--- src/rtl/dtcm_arbiter.sv ---
// Two-master arbiter and sequencer in front of the single-ported DTCM.
// m0 has fixed priority; m1 is guaranteed a grant after MAX_HOLD m0 wins.
module dtcm_arbiter #(
  parameter int          IO_MAP_WIDTH = 32,
  parameter int          ADDR_WIDTH   = 12,
  parameter logic [31:0] BASE_ADDR    = 32'h0000_0000,
  parameter int          MAX_HOLD     = 4,
  parameter int          TIMEOUT      = 16
) (
  input  logic                    clk,
  input  logic                    rst,
  input  logic                    m0_req,
  input  logic                    m0_rw,
  input  logic [31:0]             m0_addr,
  input  logic [IO_MAP_WIDTH-1:0] m0_wdata,
  output logic                    m0_gnt,
  output logic                    m0_rvalid,
  output logic [IO_MAP_WIDTH-1:0] m0_rdata,
  output logic                    m0_err,
  input  logic                    m1_req,
  input  logic                    m1_rw,
  input  logic [31:0]             m1_addr,
  input  logic [IO_MAP_WIDTH-1:0] m1_wdata,
  output logic                    m1_gnt,
  output logic                    m1_rvalid,
  output logic [IO_MAP_WIDTH-1:0] m1_rdata,
  output logic                    m1_err,
  output logic [ADDR_WIDTH-1:0]   dtcm_addr,
  output logic [IO_MAP_WIDTH-1:0] dtcm_wdata,
  output logic                    dtcm_rw,
  input  logic [IO_MAP_WIDTH-1:0] dtcm_rdata,
  input  logic                    dtcm_ready
);

  typedef enum logic [1:0] {
    IDLE,
    ISSUE,
    WAIT,
    RESP
  } state_t;

  localparam int WCW = $clog2(MAX_HOLD + 1);
  localparam int TCW = $clog2(TIMEOUT + 1);
  localparam logic [WCW-1:0] HOLD    = WCW'(MAX_HOLD);
  localparam logic [TCW-1:0] TO_LAST = TCW'(TIMEOUT - 1);

  state_t                  state;
  logic [WCW-1:0]          win_cnt;
  logic [TCW-1:0]          to_cnt;
  logic                    owner;
  logic                    rw_q;

  logic                    idle;
  logic                    m1_win;
  logic                    any_gnt;
  logic                    sel_rw;
  logic [31:0]             sel_addr;
  logic [IO_MAP_WIDTH-1:0] sel_wdata;
  logic [32:0]             rel;
  logic                    addr_ok;
  logic [ADDR_WIDTH-1:0]   offset;

  logic                    fin;
  logic                    fin_err;
  logic                    fin_m1;
  logic [IO_MAP_WIDTH-1:0] fin_data;

  assign idle    = (state == IDLE);
  assign m1_win  = m1_req && (!m0_req || win_cnt == HOLD);
  assign m1_gnt  = rst && idle && m1_win;
  assign m0_gnt  = rst && idle && m0_req && !m1_win;
  assign any_gnt = m0_gnt || m1_gnt;

  assign sel_rw    = m1_win ? m1_rw    : m0_rw;
  assign sel_addr  = m1_win ? m1_addr  : m0_addr;
  assign sel_wdata = m1_win ? m1_wdata : m0_wdata;

  // rel[32] is the borrow, set when the address lies below the window
  assign rel     = {1'b0, sel_addr} - {1'b0, BASE_ADDR};
  assign addr_ok = (sel_addr[1:0] == 2'b00) && !rel[32]
                && ((rel[31:0] >> ADDR_WIDTH) == 32'd0);
  assign offset  = rel[ADDR_WIDTH-1:0];

  always_comb begin
    fin      = 1'b0;
    fin_err  = 1'b0;
    fin_m1   = owner;
    fin_data = '0;
    unique case (state)
      IDLE: begin
        if (any_gnt && !addr_ok) begin
          fin     = 1'b1;
          fin_err = 1'b1;
          fin_m1  = m1_win;
        end
      end
      WAIT: begin
        if (dtcm_ready) begin
          fin      = 1'b1;
          fin_data = rw_q ? '0 : dtcm_rdata;
        end else if (to_cnt == TO_LAST) begin
          fin     = 1'b1;
          fin_err = 1'b1;
        end
      end
      default: ;
    endcase
  end

  always_ff @(posedge clk or negedge rst) begin
    if (!rst) begin
      state      <= IDLE;
      win_cnt    <= '0;
      to_cnt     <= '0;
      owner      <= 1'b0;
      rw_q       <= 1'b0;
      m0_rvalid  <= 1'b0;
      m0_rdata   <= '0;
      m0_err     <= 1'b0;
      m1_rvalid  <= 1'b0;
      m1_rdata   <= '0;
      m1_err     <= 1'b0;
      dtcm_addr  <= '0;
      dtcm_wdata <= '0;
      dtcm_rw    <= 1'b0;
    end else begin
      m0_rvalid <= 1'b0;
      m1_rvalid <= 1'b0;
      if (fin) begin
        if (fin_m1) begin
          m1_rvalid <= 1'b1;
          m1_rdata  <= fin_data;
          m1_err    <= fin_err;
        end else begin
          m0_rvalid <= 1'b1;
          m0_rdata  <= fin_data;
          m0_err    <= fin_err;
        end
      end
      unique case (state)
        IDLE: begin
          if (any_gnt) begin
            owner <= m1_win;
            rw_q  <= sel_rw;
            if (m1_win || !m1_req) begin
              win_cnt <= '0;
            end else if (win_cnt != HOLD) begin
              win_cnt <= win_cnt + 1'b1;
            end
            if (addr_ok) begin
              dtcm_addr  <= offset;
              dtcm_wdata <= sel_wdata;
              dtcm_rw    <= sel_rw;
              state      <= ISSUE;
            end else begin
              state <= RESP;
            end
          end
        end
        ISSUE: begin
          dtcm_rw <= 1'b0;
          to_cnt  <= '0;
          state   <= WAIT;
        end
        WAIT: begin
          if (fin) begin
            state <= RESP;
          end else begin
            to_cnt <= to_cnt + 1'b1;
          end
        end
        RESP: begin
          state <= IDLE;
        end
        default: begin
          state <= IDLE;
        end
      endcase
    end
  end

endmodule

--- config.mk ---
export PLATFORM = sky130hd
export DESIGN_NAME = dtcm_arbiter
export DESIGN_NICKNAME = d
export VERILOG_FILES = /design/src/rtl/dtcm_arbiter.sv
export SDC_FILE = /design/constraint.sdc
export NUM_CORES = 1
export LEC_CHECK = 0
export ABC_CLOCK_PERIOD_IN_PS = 2800
export CELL_PAD_IN_SITES_DETAIL_PLACEMENT = 1
export CELL_PAD_IN_SITES_GLOBAL_PLACEMENT = 1
export CORE_AREA = 2 2 142 144
export DETAILED_ROUTE_END_ITERATION = 7
export DIE_AREA = 0 0 144 146
export PLACE_DENSITY_LB_ADDON = 0.1
export RECOVER_POWER = 50
export SKIP_CTS_REPAIR_TIMING = 1
export SYNTH_ARGS = -nofsm -noshare
export SYNTH_HDL_FRONTEND = slang
export SYNTH_SLANG_ARGS = --single-unit
--- constraint.sdc ---
create_clock -name clk -period 2.8 [get_ports clk]
set_clock_uncertainty 0.1 [all_clocks]
set_input_delay 0.84 -clock clk [delete_from_list [all_inputs] [get_ports clk]]
set_output_delay 0.84 -clock clk [all_outputs]
set_load 0.005 [all_outputs]
==> flow_summary.yaml <==
yosys:
  async_flop_share: 1.00
  ys_warn_count: 0
  synth.distinct_cells: 44
  synth_top_cells_by_area: "dfrtp_1, nand2_1, mux2i_1"
  synth.most_common_cell: "dfrtp_1"
  yosysSeqAreaShare: 0.541
  synth_enable_flop_cells: 0
  netlist.area_leader.share: 0.541
  syn-cell-area_um2: 5780
  syn_avg_cell_area_um2: 10.3
  ys_seq_elements: 125
  syn_inst: 563
  syn_nets: 738
  synth_largest_area_cell: "dfrtp_1"
  synth_common_cells: "dfrtp_1, nand2_1, o21ai_0"
  synth_ff_type: "dfrtp_1"
grt:
  antenna_found_initial: 0
  grt_overflow: 0
  grt_pass1_vias: 5890
  grt_use_total: 0.192
  grt_pass1_wl_um: 31300
  grt_max_degree: 87
floorplan:
  dieHeight_um: 146
  ios: 282
  die_w_um: 144
  fp-row-count: 51
  die_area_um2: 21000
  coreArea_um2: 19300
  start_util: 0.299
final_layout:
  drive_above_1_share: 0.152
  areaGrowthSynthToFinish_pct: 72.3
  final_cell_area_um2: 9960
  layout.nets: 1036
  diodes: 0
critical_path:
  crit_family: "buffers and inverters"
  cp_slowest_stage_delay_ns: 0.41
  criticalPathCategory: "in2reg"
  critPathArrivalTime_ns: 2.97
  critPathRequiredTime_ns: 3.03
  cp_max_fo: 8
  cp_cell_sequence: "clkdlybuf4s50_1 -> nor4_1 -> nand4_1 -> buf_4 -> o22a_2 -> buf_6 -> a21oi_4 -> buf_12 -> buf_8 -> o21ai_0 -> o21ai_0"
  cp-end-kind: "flop"
  cpMaxStageDelayCell: "clkdlybuf4s50_1"
  cpMostUsedCell: "o21ai_0"
  cp-start-kind: "input pin"
  critPathBufInv: 5
power:
  power.leakage_nw: 4.64
  powerDensity_nw_per_um2: 763
  ir_drop_mv: 0.450
sta:
  hold_violations: 0
  maxSlewHeadroom: 0.378
  setup_viol: 0
  drv_slew: 0
  fin_crit_ns: 2.73
  period_share: 0.977
  max_freq_ghz: 0.366
  worst_pin_slew_ns: 0.933
  worst_slack_ns: 0.0656
  holdWs_ns: 0.201
clocking:
  root_buffer: "clkbuf_16"
  clk_pin_slew_ns: 0.06
  htreeDepth: 4
  clock_latency_ns: 0.42
  cts_tree: "done"
  cts_buffers: 17
  clkSinkCount: 125
  cts_buffer_depth: 2
route:
  dr.pass1.iters: 4
  vias: 5509
  wl_um: 20900
  avgRoutedWirePerCell_um: 18.3
  ant_nets: 0
  vias_per_cell: 4.84
  drt_iter0_markers: 144
  route.detailed.drc: 0
place:
  io_buffers: 281
  dp_hpwl_um: 15400
  place_ws_ns: -0.574
  gp_congestion: 0.768
  dpl_cell_area_um2: 9100
job:
  drv_cap: 0
status:
  outcome: "completed"
worst_hold_path:
  hp-class: "in2async"
-- power by group --
part | total [mW] | internal, mW | switching, mW
sequential | 2.48 | 2.21 | 0.265
clock | 2.46 | 1.61 | 0.841
combinational | 2.67 | 1.40 | 1.27
total | 7.60 | 5.23 | 2.38
-- final timing paths --
path,from,end,slack [ns],cells after the start
worst min register to register,dtcm_wdata[28],dtcm_wdata[28],0.37,2
worst max register to register,win_cnt[0],m0_rdata[2],0.32,11
worst max-delay path,m1_addr[28],m0_rdata[2],0.07,11
max in group asynchronous,rst,dtcm_wdata[29],0.54,3
worst min-delay path,rst,win_cnt[2],0.20,1
min in group clk,dtcm_wdata[28],dtcm_wdata[28],0.37,2
-- sequential cells by signal (all words and copies together), names as in the netlist, 2 cells and up --
signal,flops
win_cnt,3
to_cnt,5
m0_rdata,32
m1_rdata,32
dtcm_wdata,32
state,2
dtcm_addr,12
-- cell type report --
type	instances	area (µm²)
Sequential cell	125	3130
Multi-Input combinational cell	391	2560
Clock inverter	12	209
Clock buffer	20	447
Fill cell	2130	9370
Tap cell	265	332
Timing Repair Buffer	318	3250
Inverter	8	30.0
-- cell usage in the layout (no fill, tap or decap), drive strengths merged, types with 3 or more instances in the layout --
master	instances
clkdlybuf4s50	173
dfrtp	125
nand2	118
o21ai	118
dlygate4sd3	101
mux2i	43
buf	36
o22ai	33
clkbuf	23
nor2	18
inv	11
nor4	9
ha	8
nand3	5
bufinv	5
dlymetal6s2s	5
a21oi	5
nand4	3
o21a	3
nor3b	3
a21o	3
-- logic make-up (layout without fill, tap and decap cells) --
family / count (synthesis) / count (layout) / synth area share
flip-flops: 125 / 125 / 0.541
AND/OR/NAND/NOR: 162 / 162 / 0.118
AO/OA/AOI/OAI: 175 / 175 / 0.207
buffers and inverters: 47 / 358 / 0.0374
multiplexers: 44 / 44 / 0.0764
adder cells (fa/ha/maj): 8 / 8 / 0.0173
XOR/XNOR: 2 / 2 / 0.00303
-- metrics by stage --
step                      std cells  power, mW  utilization  TNS, ns
after global routing           1139       8.02        0.515    -1.29
final                          1139       7.60        0.515        0
after global placement         1103       4.96        0.471   -52.49
after detailed placement       1103       5.07        0.471   -56.52
after floorplan                 563       3.54            -        0
after CTS                      1135       7.57        0.504    -6.09
-- per-layer routing --
metal / global-route usage / vias to the layer above / routed length (µm)
li1: - / 2598 / -
met2: 0.329 / 233 / 10300
met5: 0 / - / 0
met4: 0.0495 / 0 / 254
met1: 0.220 / 2659 / 8050
met3: 0.0806 / 19 / 2220
Note: power is estimated with default switching activity, not from simulation.
